==> config.mk <==
export PLATFORM = sky130hd
export DESIGN_NAME = mux_rr_n
export DESIGN_NICKNAME = d
export VERILOG_FILES = /design/src/rtl/mux_rr_n.sv
export SDC_FILE = /design/constraint.sdc
export NUM_CORES = 1
export LEC_CHECK = 0
export BUFFER_PORTS_ARGS = -buffer_cell sky130_fd_sc_hd__buf_2
export CORE_UTILIZATION = 47
export CTS_CLUSTER_DIAMETER = 200
export DETAILED_ROUTE_END_ITERATION = 7
export PLACE_DENSITY = 0.78
export REMOVE_ABC_BUFFERS = 1
export SYNTH_ARGS = -nofsm -noshare
export SYNTH_HDL_FRONTEND = slang
export SYNTH_SLANG_ARGS = --single-unit
export TNS_END_PERCENT = 10
==> constraint.sdc <==
create_clock -name clk -period 2.7 [get_ports clk]
set_clock_uncertainty 0.05 [all_clocks]
set_input_delay 0.135 -clock clk [delete_from_list [all_inputs] [get_ports clk]]
set_output_delay 0.135 -clock clk [all_outputs]
set_load 0.01 [all_outputs]
==> src/rtl/mux_rr_n.sv <==
// mux_rr_n: N-channel to one registered output mux with manual or round-robin
// channel selection, a single-word output buffer and an accepted-word counter.
module mux_rr_n #(
    parameter int unsigned WIDTH    = 4,
    parameter int unsigned CHANNELS = 4,
    parameter int unsigned SELW     = 2
) (
    input  logic                      clk,
    input  logic                      rst,
    input  logic                      mode,
    input  logic [SELW-1:0]           sel_in,
    input  logic [CHANNELS*WIDTH-1:0] in_data,
    input  logic [CHANNELS-1:0]       in_valid,
    output logic [CHANNELS-1:0]       in_ready,
    output logic [WIDTH-1:0]          out_data,
    output logic                      out_valid,
    input  logic                      out_ready,
    output logic [SELW-1:0]           out_sel,
    output logic [7:0]                xfer_cnt
);

    localparam logic [0:0] ST_EMPTY = 1'b0;
    localparam logic [0:0] ST_FULL  = 1'b1;

    localparam logic [SELW-1:0] LAST_CH = SELW'(CHANNELS - 1);

    logic [0:0]      state;
    logic [0:0]      state_next;
    logic [SELW-1:0] ptr;

    logic            can_accept;
    logic            accept;

    logic            man_vld;
    logic [SELW-1:0] man_grant;
    logic            rr_vld;
    logic [SELW-1:0] rr_grant;
    logic            grant_vld;
    logic [SELW-1:0] grant;
    logic [WIDTH-1:0] grant_word;

    // Manual grant: sel_in must name an existing channel that has a word.
    always_comb begin
        man_vld   = 1'b0;
        man_grant = '0;
        for (int unsigned i = 0; i < CHANNELS; i++) begin
            if (sel_in == SELW'(i) && in_valid[i]) begin
                man_vld   = 1'b1;
                man_grant = SELW'(i);
            end
        end
    end

    // Round-robin grant: first valid channel searching ptr, ptr+1, ... with wrap.
    always_comb begin
        int unsigned cand;
        rr_vld   = 1'b0;
        rr_grant = '0;
        cand     = 0;
        for (int unsigned k = 0; k < CHANNELS; k++) begin
            cand = (32'(ptr) + k) % CHANNELS;
            for (int unsigned i = 0; i < CHANNELS; i++) begin
                if (!rr_vld && cand == i && in_valid[i]) begin
                    rr_vld   = 1'b1;
                    rr_grant = SELW'(i);
                end
            end
        end
    end

    // Grant selection, acceptance and per-channel ready strobes.
    always_comb begin
        grant_vld  = mode ? rr_vld   : man_vld;
        grant      = mode ? rr_grant : man_grant;
        can_accept = !rst && ((state == ST_EMPTY) || out_ready);
        accept     = can_accept && grant_vld;
        in_ready   = '0;
        grant_word = '0;
        for (int unsigned i = 0; i < CHANNELS; i++) begin
            if (grant == SELW'(i)) begin
                grant_word  = in_data[i*WIDTH +: WIDTH];
                in_ready[i] = accept;
            end
        end
    end

    // Output buffer state register.
    always_ff @(posedge clk) begin
        if (rst) begin
            state <= ST_EMPTY;
        end else begin
            state <= state_next;
        end
    end

    // Next-state logic: fill on accept, drain on consume without refill.
    always_comb begin
        state_next = state;
        case (state)
            ST_EMPTY: begin
                if (accept) begin
                    state_next = ST_FULL;
                end
            end
            ST_FULL: begin
                if (out_ready && !accept) begin
                    state_next = ST_EMPTY;
                end
            end
            default: state_next = ST_EMPTY;
        endcase
    end

    assign out_valid = (state == ST_FULL);

    // Output word, source index, scan pointer and accept counter.
    always_ff @(posedge clk) begin
        if (rst) begin
            out_data <= '0;
            out_sel  <= '0;
            ptr      <= '0;
            xfer_cnt <= '0;
        end else if (accept) begin
            out_data <= grant_word;
            out_sel  <= grant;
            xfer_cnt <= xfer_cnt + 8'd1;
            if (mode) begin
                ptr <= (grant == LAST_CH) ? '0 : grant + SELW'(1);
            end
        end
    end

endmodule

* After elaboration in Yosys (flattened, before gate mapping) *
Index checks and enable logic that the tools add are counted.

storage, ports and cells
  register bits after elaboration = 17
  input bits = 26
  output and inout bits = 19
  word-level logic and storage cells = 144

operators by class
  add/subtract/negate cells = 5
  equality and inequality tests = 18
  multiplexer cells = 52
  bitwise operators = 1
  reductions and logical operators = 63

operators with widths
  kind                   count
  $logic_not A32 Y1      4
  $logic_and A1 B1 Y1    38
  $mux W2                18
  $mux W1                29
  $eq A2 B2 Y1 const B   12
  $logic_not A1 Y1       17
  $mux W4                4
  $eq A2 B1 Y1 const B   6
  $add A8 B1 Y8 const B  1
  $add A2 B1 Y2 const B  2
  $add A2 B2 Y2 const B  2
  $logic_not A2 Y1       2
  $pmux W1 S2            1
  $reduce_and A2 Y1      1
  $logic_or A1 B1 Y1     1
  $not A1 Y1             1

* Logic depth before layout (Yosys ltp) *
  word-level depth = 69
  depth in mapped cells = 11
  mapped depth without buffers = 11

* Worst setup path before layout *
OpenSTA, ideal clock, no wires.

  path type = reg2reg
  from = reg ptr[0]
  to = reg out_data[3]
  setup time = 74 ps
  arrival = 1726 ps
  data required time = 2576 ps
  setup slack = 850 ps
  stages on the path, launching flop included = 12
  path buffers = 0
  period minus slack after synthesis = 1850 ps
  cell sequence = dfxtp_1 -> nor2b_1 -> a21oi_1 -> a21oi_1 -> o32a_1 -> inv_1 -> ha_1 -> nor2b_1 -> a221oi_1 -> nor3_1 -> a21oi_1 -> o21ai_0

between the ends
  word-level cells in the longest chain between the ends = 69
  elaborated cells between the ends (all ways) = 107
  classes of those cells = add/sub (3); eq/ne (15); mux (37); reduce/logical (52)

ends and longest elaborated chain
  item                              line  source
  start: declaration                29    logic [SELW-1:0] ptr;
  start signal: assignment          128   ptr <= (grant == LAST_CH) ? '0 : grant + SELW'(1);
  $logic_not A32 Y1                 63    if (!rr_vld && cand == i && in_valid[i]) begin
  $logic_and A1 B1 Y1               63
  $mux W1                           63
  $logic_not A1 Y1                  63
  $logic_and A1 B1 Y1 (2 in a row)  63
  $mux W1                           63
  $logic_not A1 Y1                  63
  $logic_and A1 B1 Y1 (2 in a row)  63
  [49 not listed]                   n/a
  $logic_not A1 Y1                  63
  $logic_and A1 B1 Y1 (2 in a row)  63
  $mux W2 (*)                       63
  $mux W2 (*)                       74    grant = mode ? rr_grant : man_grant;
  named net grant[0]                39    logic [SELW-1:0] grant;
  $logic_not A2 Y1                  80    if (grant == SELW'(i)) begin
  $mux W4 (3 in a row)              80
  $mux W4 (*)                       80
  end signal: assignment            124   out_data <= grant_word;
  end: declaration                  15    output logic [WIDTH-1:0] out_data,

Mark *: on every way through the listed nets, which the timed path passes. The rest lies on a longest branch.
A chain may end at the register's enable or synchronous reset.

* Worst setup path after layout *
Ends and elaborated chain as after synthesis.

==> results.md <==
- Root buffer cell: sky130_fd_sc_hd__clkbuf_4
- Iteration count of the initial detailed-routing pass: 4
- Hold Buf Count CTS: 0
- FF-to-FF path depth: 11
- Final Hold Vio Count: 0
- Critical path required time: 2.86 ns
- Post-synthesis cell type count: 36
- Beginning of the worst register-to-register path: ptr[0]$_SDFFE_PP0P_
- Signal arrival time at the worst endpoint: 2.32 ns
- Core area: 2191 µm²
- CP Class: register to register
- Max rail drop VDD: 0.0003297 V
- Unrepaired setup endpoints after global routing: no
- Filler cells: 200
- P&R area growth vs syn: 23.10%
- Portion of total power attributed to combinational logic: 30.0%
- Cell area after synthesis: 1089 µm²
- Post-Route Setup TNS: 0 ns
- TritonCTS clock tree: yes
- Multi-input combinational cell area: 686.9 µm²
- Setup slack on the worst flop-to-flop path: 0.54 ns
- Total of buffers placed on input and output ports: 44
- Count of nets left with antenna violations after detail routing: 0
- Die ar.: 2513 µm²
- Class of the most critical hold timing path: input pin to register
- Endpoint of the worst-slack reg-to-reg timing path: out_data[3]$_SDFFE_PP0P_
- DP Area: 1313 µm²
- Clock Power Share: 23.0%
- Switching pwr: 0.2024 mW
- Inserted Clock Buffers: 3
- Largest net degree at the start of global routing: 25
- Share of flip-flops with an asynchronous set or reset: 0%
- Areal power density over the cells: 453.6 nW/µm²
- Final WL: 2509 µm
- Pins over their slew limit: 0
- Proportion of power drawn by flip-flops and latches: 47.1%
- Die Wd: 50.13 µm
- Number of setup violations in the final report: 0
- Leakage power of the design: 0.6300 nW
- Mean cell area of the mapped netlist: 8.373 µm²
- Max Clock Freq: 462.7 MHz
- End point of the worst hold path: out_data[2]$_SDFFE_PP0P_
- Slew of the pin with the lowest slew margin: 0.4189 ns
- Number of antenna violations at the first check in global routing: 0
- Half-perimeter wire length after placement: 1847 µm
- Number of global-route vias before repair: 982
- Floorplan row count: 17
- Critical Path Sink Type: register
- Starting density of the core: 49.69%
- Number of buffers and inverters on the critical path: 1
- P_int: 0.4054 mW
- Total of warnings raised by yosys: 0
- Total number of nets in the final design: 205
- Predominant post-synthesis flop cell: sky130_fd_sc_hd__dfxtp_1
- Post-detailed-route DRC marker count: 0
- Period Utilization, post-route: 80.04%
- Cell count after synthesis: 130
- Final Instance Area: 1340 µm²
- Routability congestion estimate from global placement: 0.8481
- Worst path cell trace: nor2b_1, a21oi_1, a21oi_1, o32a_1, inv_1, ha_1, nor2b_1, a221oi_1, nor3_1, a21oi_1, o21ai_0
- Hold Crit Depth: 3
- Initial DRC Count: 31
- Routed via count divided by cell count: 5.368
- Global-route wire length before repair: 4236 µm
- Post-route core utilization: 61.17%
- Clock tree sinks: 17
- Total area of sequential cells: 340.3 µm²
- Number of levels the H-tree was split into: 1
- Final period demand of the worst path: 2.161 ns
- Switching fraction of total power: 33.30%
- GR Overflow Total: 0
- Top-level port count: 45
- Kind of cell adding the most delay to the critical path: compound AO/OA/AOI/OAI gates
- Critical path's slowest cell: sky130_fd_sc_hd__dfxtp_1
- Run status: finished, final reports clean
- Routed length per instance: 12.48 µm
- Number of setup buffers added after CTS: 0
- Worst Setup Start Kind: register
- Slew headroom: 71.98%
- CTS clock-pin slew for the worst setup and hold paths: 0.11 ns
- Beginning of the worst hold path: in_data[14]
- Antenna Diode Count: 0
- Number of buffers between clock root and the deepest sink: 2
- All-Layer GR Usage: 22.14%
- Share of synthesized area occupied by flip-flops and latches: 31.26%
- Number of enable-type register cells in the synthesized netlist: 0
- Vert. Die Dim: 50.13 µm
- Largest driver fanout on the critical path: 6
- Fraction of final layout cells with drive strength greater than 1: 31.79%
- Most common cell type on the critical path: sky130_fd_sc_hd__a21oi_1
- Commonest cells after routing, fill and taps aside: sky130_fd_sc_hd__buf_2 (44), sky130_fd_sc_hd__dfxtp_1 (17), sky130_fd_sc_hd__nor2_1 (14)
- Register bit total from synthesis: 17
- Critical Path Max Stage Delay: 0.34 ns
- # resized after CTS: 0
- Via count: 1079
- Insertion delay of the later-clocked pin in the worst-skew pair: 0.29 ns
- Most common cell after layout, fill and taps aside: sky130_fd_sc_hd__buf_2
- Count of max-cap constraint violations: 0
-- final cells by class --
type	count	area share, %
multi-input cells	100	51.26
inverters	8	2.241
flip-flops and latches	17	25.40
clock buffers	3	1.681
clock inverters	1	0.3735
well taps	28	2.614
repair buffers	44	16.43
-- cell usage after synthesis, types with 2 or more instances --
library cell | number | area, µm²
sky130_fd_sc_hd__a21oi_1 | 9 | 45.04
sky130_fd_sc_hd__a221oi_1 | 4 | 35.03
sky130_fd_sc_hd__dfxtp_1 | 17 | 340.3
sky130_fd_sc_hd__ha_1 | 5 | 62.56
sky130_fd_sc_hd__inv_1 | 8 | 30.03
sky130_fd_sc_hd__mux2i_1 | 2 | 20.02
sky130_fd_sc_hd__nand2_1 | 3 | 11.26
sky130_fd_sc_hd__nand2b_1 | 2 | 12.51
sky130_fd_sc_hd__nand3_1 | 7 | 35.03
sky130_fd_sc_hd__nand3b_1 | 7 | 52.55
sky130_fd_sc_hd__nand4_1 | 2 | 12.51
sky130_fd_sc_hd__nor2_1 | 14 | 52.55
sky130_fd_sc_hd__nor2b_1 | 7 | 43.79
sky130_fd_sc_hd__nor3_1 | 5 | 25.02
sky130_fd_sc_hd__o21ai_0 | 13 | 65.06
sky130_fd_sc_hd__o31ai_1 | 2 | 15.01
sky130_fd_sc_hd__xor2_1 | 4 | 35.03
-- flip-flops by register name (all words and copies together) (netlist names) --
signal	cells
out_data	4
xfer_cnt	8
ptr	2
out_sel	2
out_valid	1
-- metrics by stage --
| step | std cells | power, mW | hold slack (ns) | setup slack [ns] |
|---|---|---|---|---|
| final | 201 | 0.6078 | 0.08335 | 0.5389 |
| after global routing | 201 | 0.6443 | 0.09047 | 0.3464 |
| after CTS | 201 | 0.6104 | 0.08051 | 0.5393 |
| after detailed placement | 197 | 0.4719 | 0.3811 | 0.6133 |
| after global placement | 197 | 0.4674 | 0.3558 | 0.6752 |
| after floorplan | 125 | 0.4020 | 0.1541 | 0.8522 |
-- worst max-delay path by stage --
stage / from / end / slack, ns / depth (start not counted)
global route: ptr[0]$_SDFFE_PP0P_ / out_data[3]$_SDFFE_PP0P_ / 0.35 / 11
CTS: ptr[0]$_SDFFE_PP0P_ / out_data[3]$_SDFFE_PP0P_ / 0.54 / 11
global placement: in_valid[2] / out_data[3]$_SDFFE_PP0P_ / 0.68 / 12
floorplan: ptr[0]$_SDFFE_PP0P_ / out_data[1]$_SDFFE_PP0P_ / 0.85 / 11
detailed placement: in_valid[2] / out_data[3]$_SDFFE_PP0P_ / 0.61 / 12
finish: ptr[0]$_SDFFE_PP0P_ / out_data[3]$_SDFFE_PP0P_ / 0.54 / 11
-- power by group through the flow --
stage          Combinational [mW]  Clock [mW]  Sequential [mW]
3_5_place_dp                0.180           0            0.292
2_1_floorplan               0.104           0            0.298
5_1_grt                     0.203       0.153            0.289
4_1_cts                     0.182       0.142            0.286
6_report                    0.182       0.140            0.286
3_3_place_gp                0.177           0            0.291
-- worst min-delay path, delay by kind of cell --
kind,cells,cell delay [ns]
AOI/OAI and AO/OA,2,0.17
buffers and inverters,1,0.08
-- metal layers --
metal / part of all wire, % / track usage (%) / vias up
met5: 0 / 0 / -
met4: 1.0 / 10.00 / 0
met3: 4.7 / 2.160 / 2
met2: 47 / 36.44 / 26
met1: 47 / 28.76 / 493
li1: - / - / 558
-- logic make-up (layout without fill, tap and decap cells) --
group,count (synthesis),after routing,share of synthesized area (%)
and+or+nand+nor,52,52,26.44
AOI/OAI and AO/OA,36,36,24.60
xor gates and xnor gates,4,4,3.218
buffers and inverters,13,56,5.631
muxes,3,3,3.103
DFF,17,17,31.26
adders and majority gates,5,5,5.747
Power figures use the tool's default switching activity.
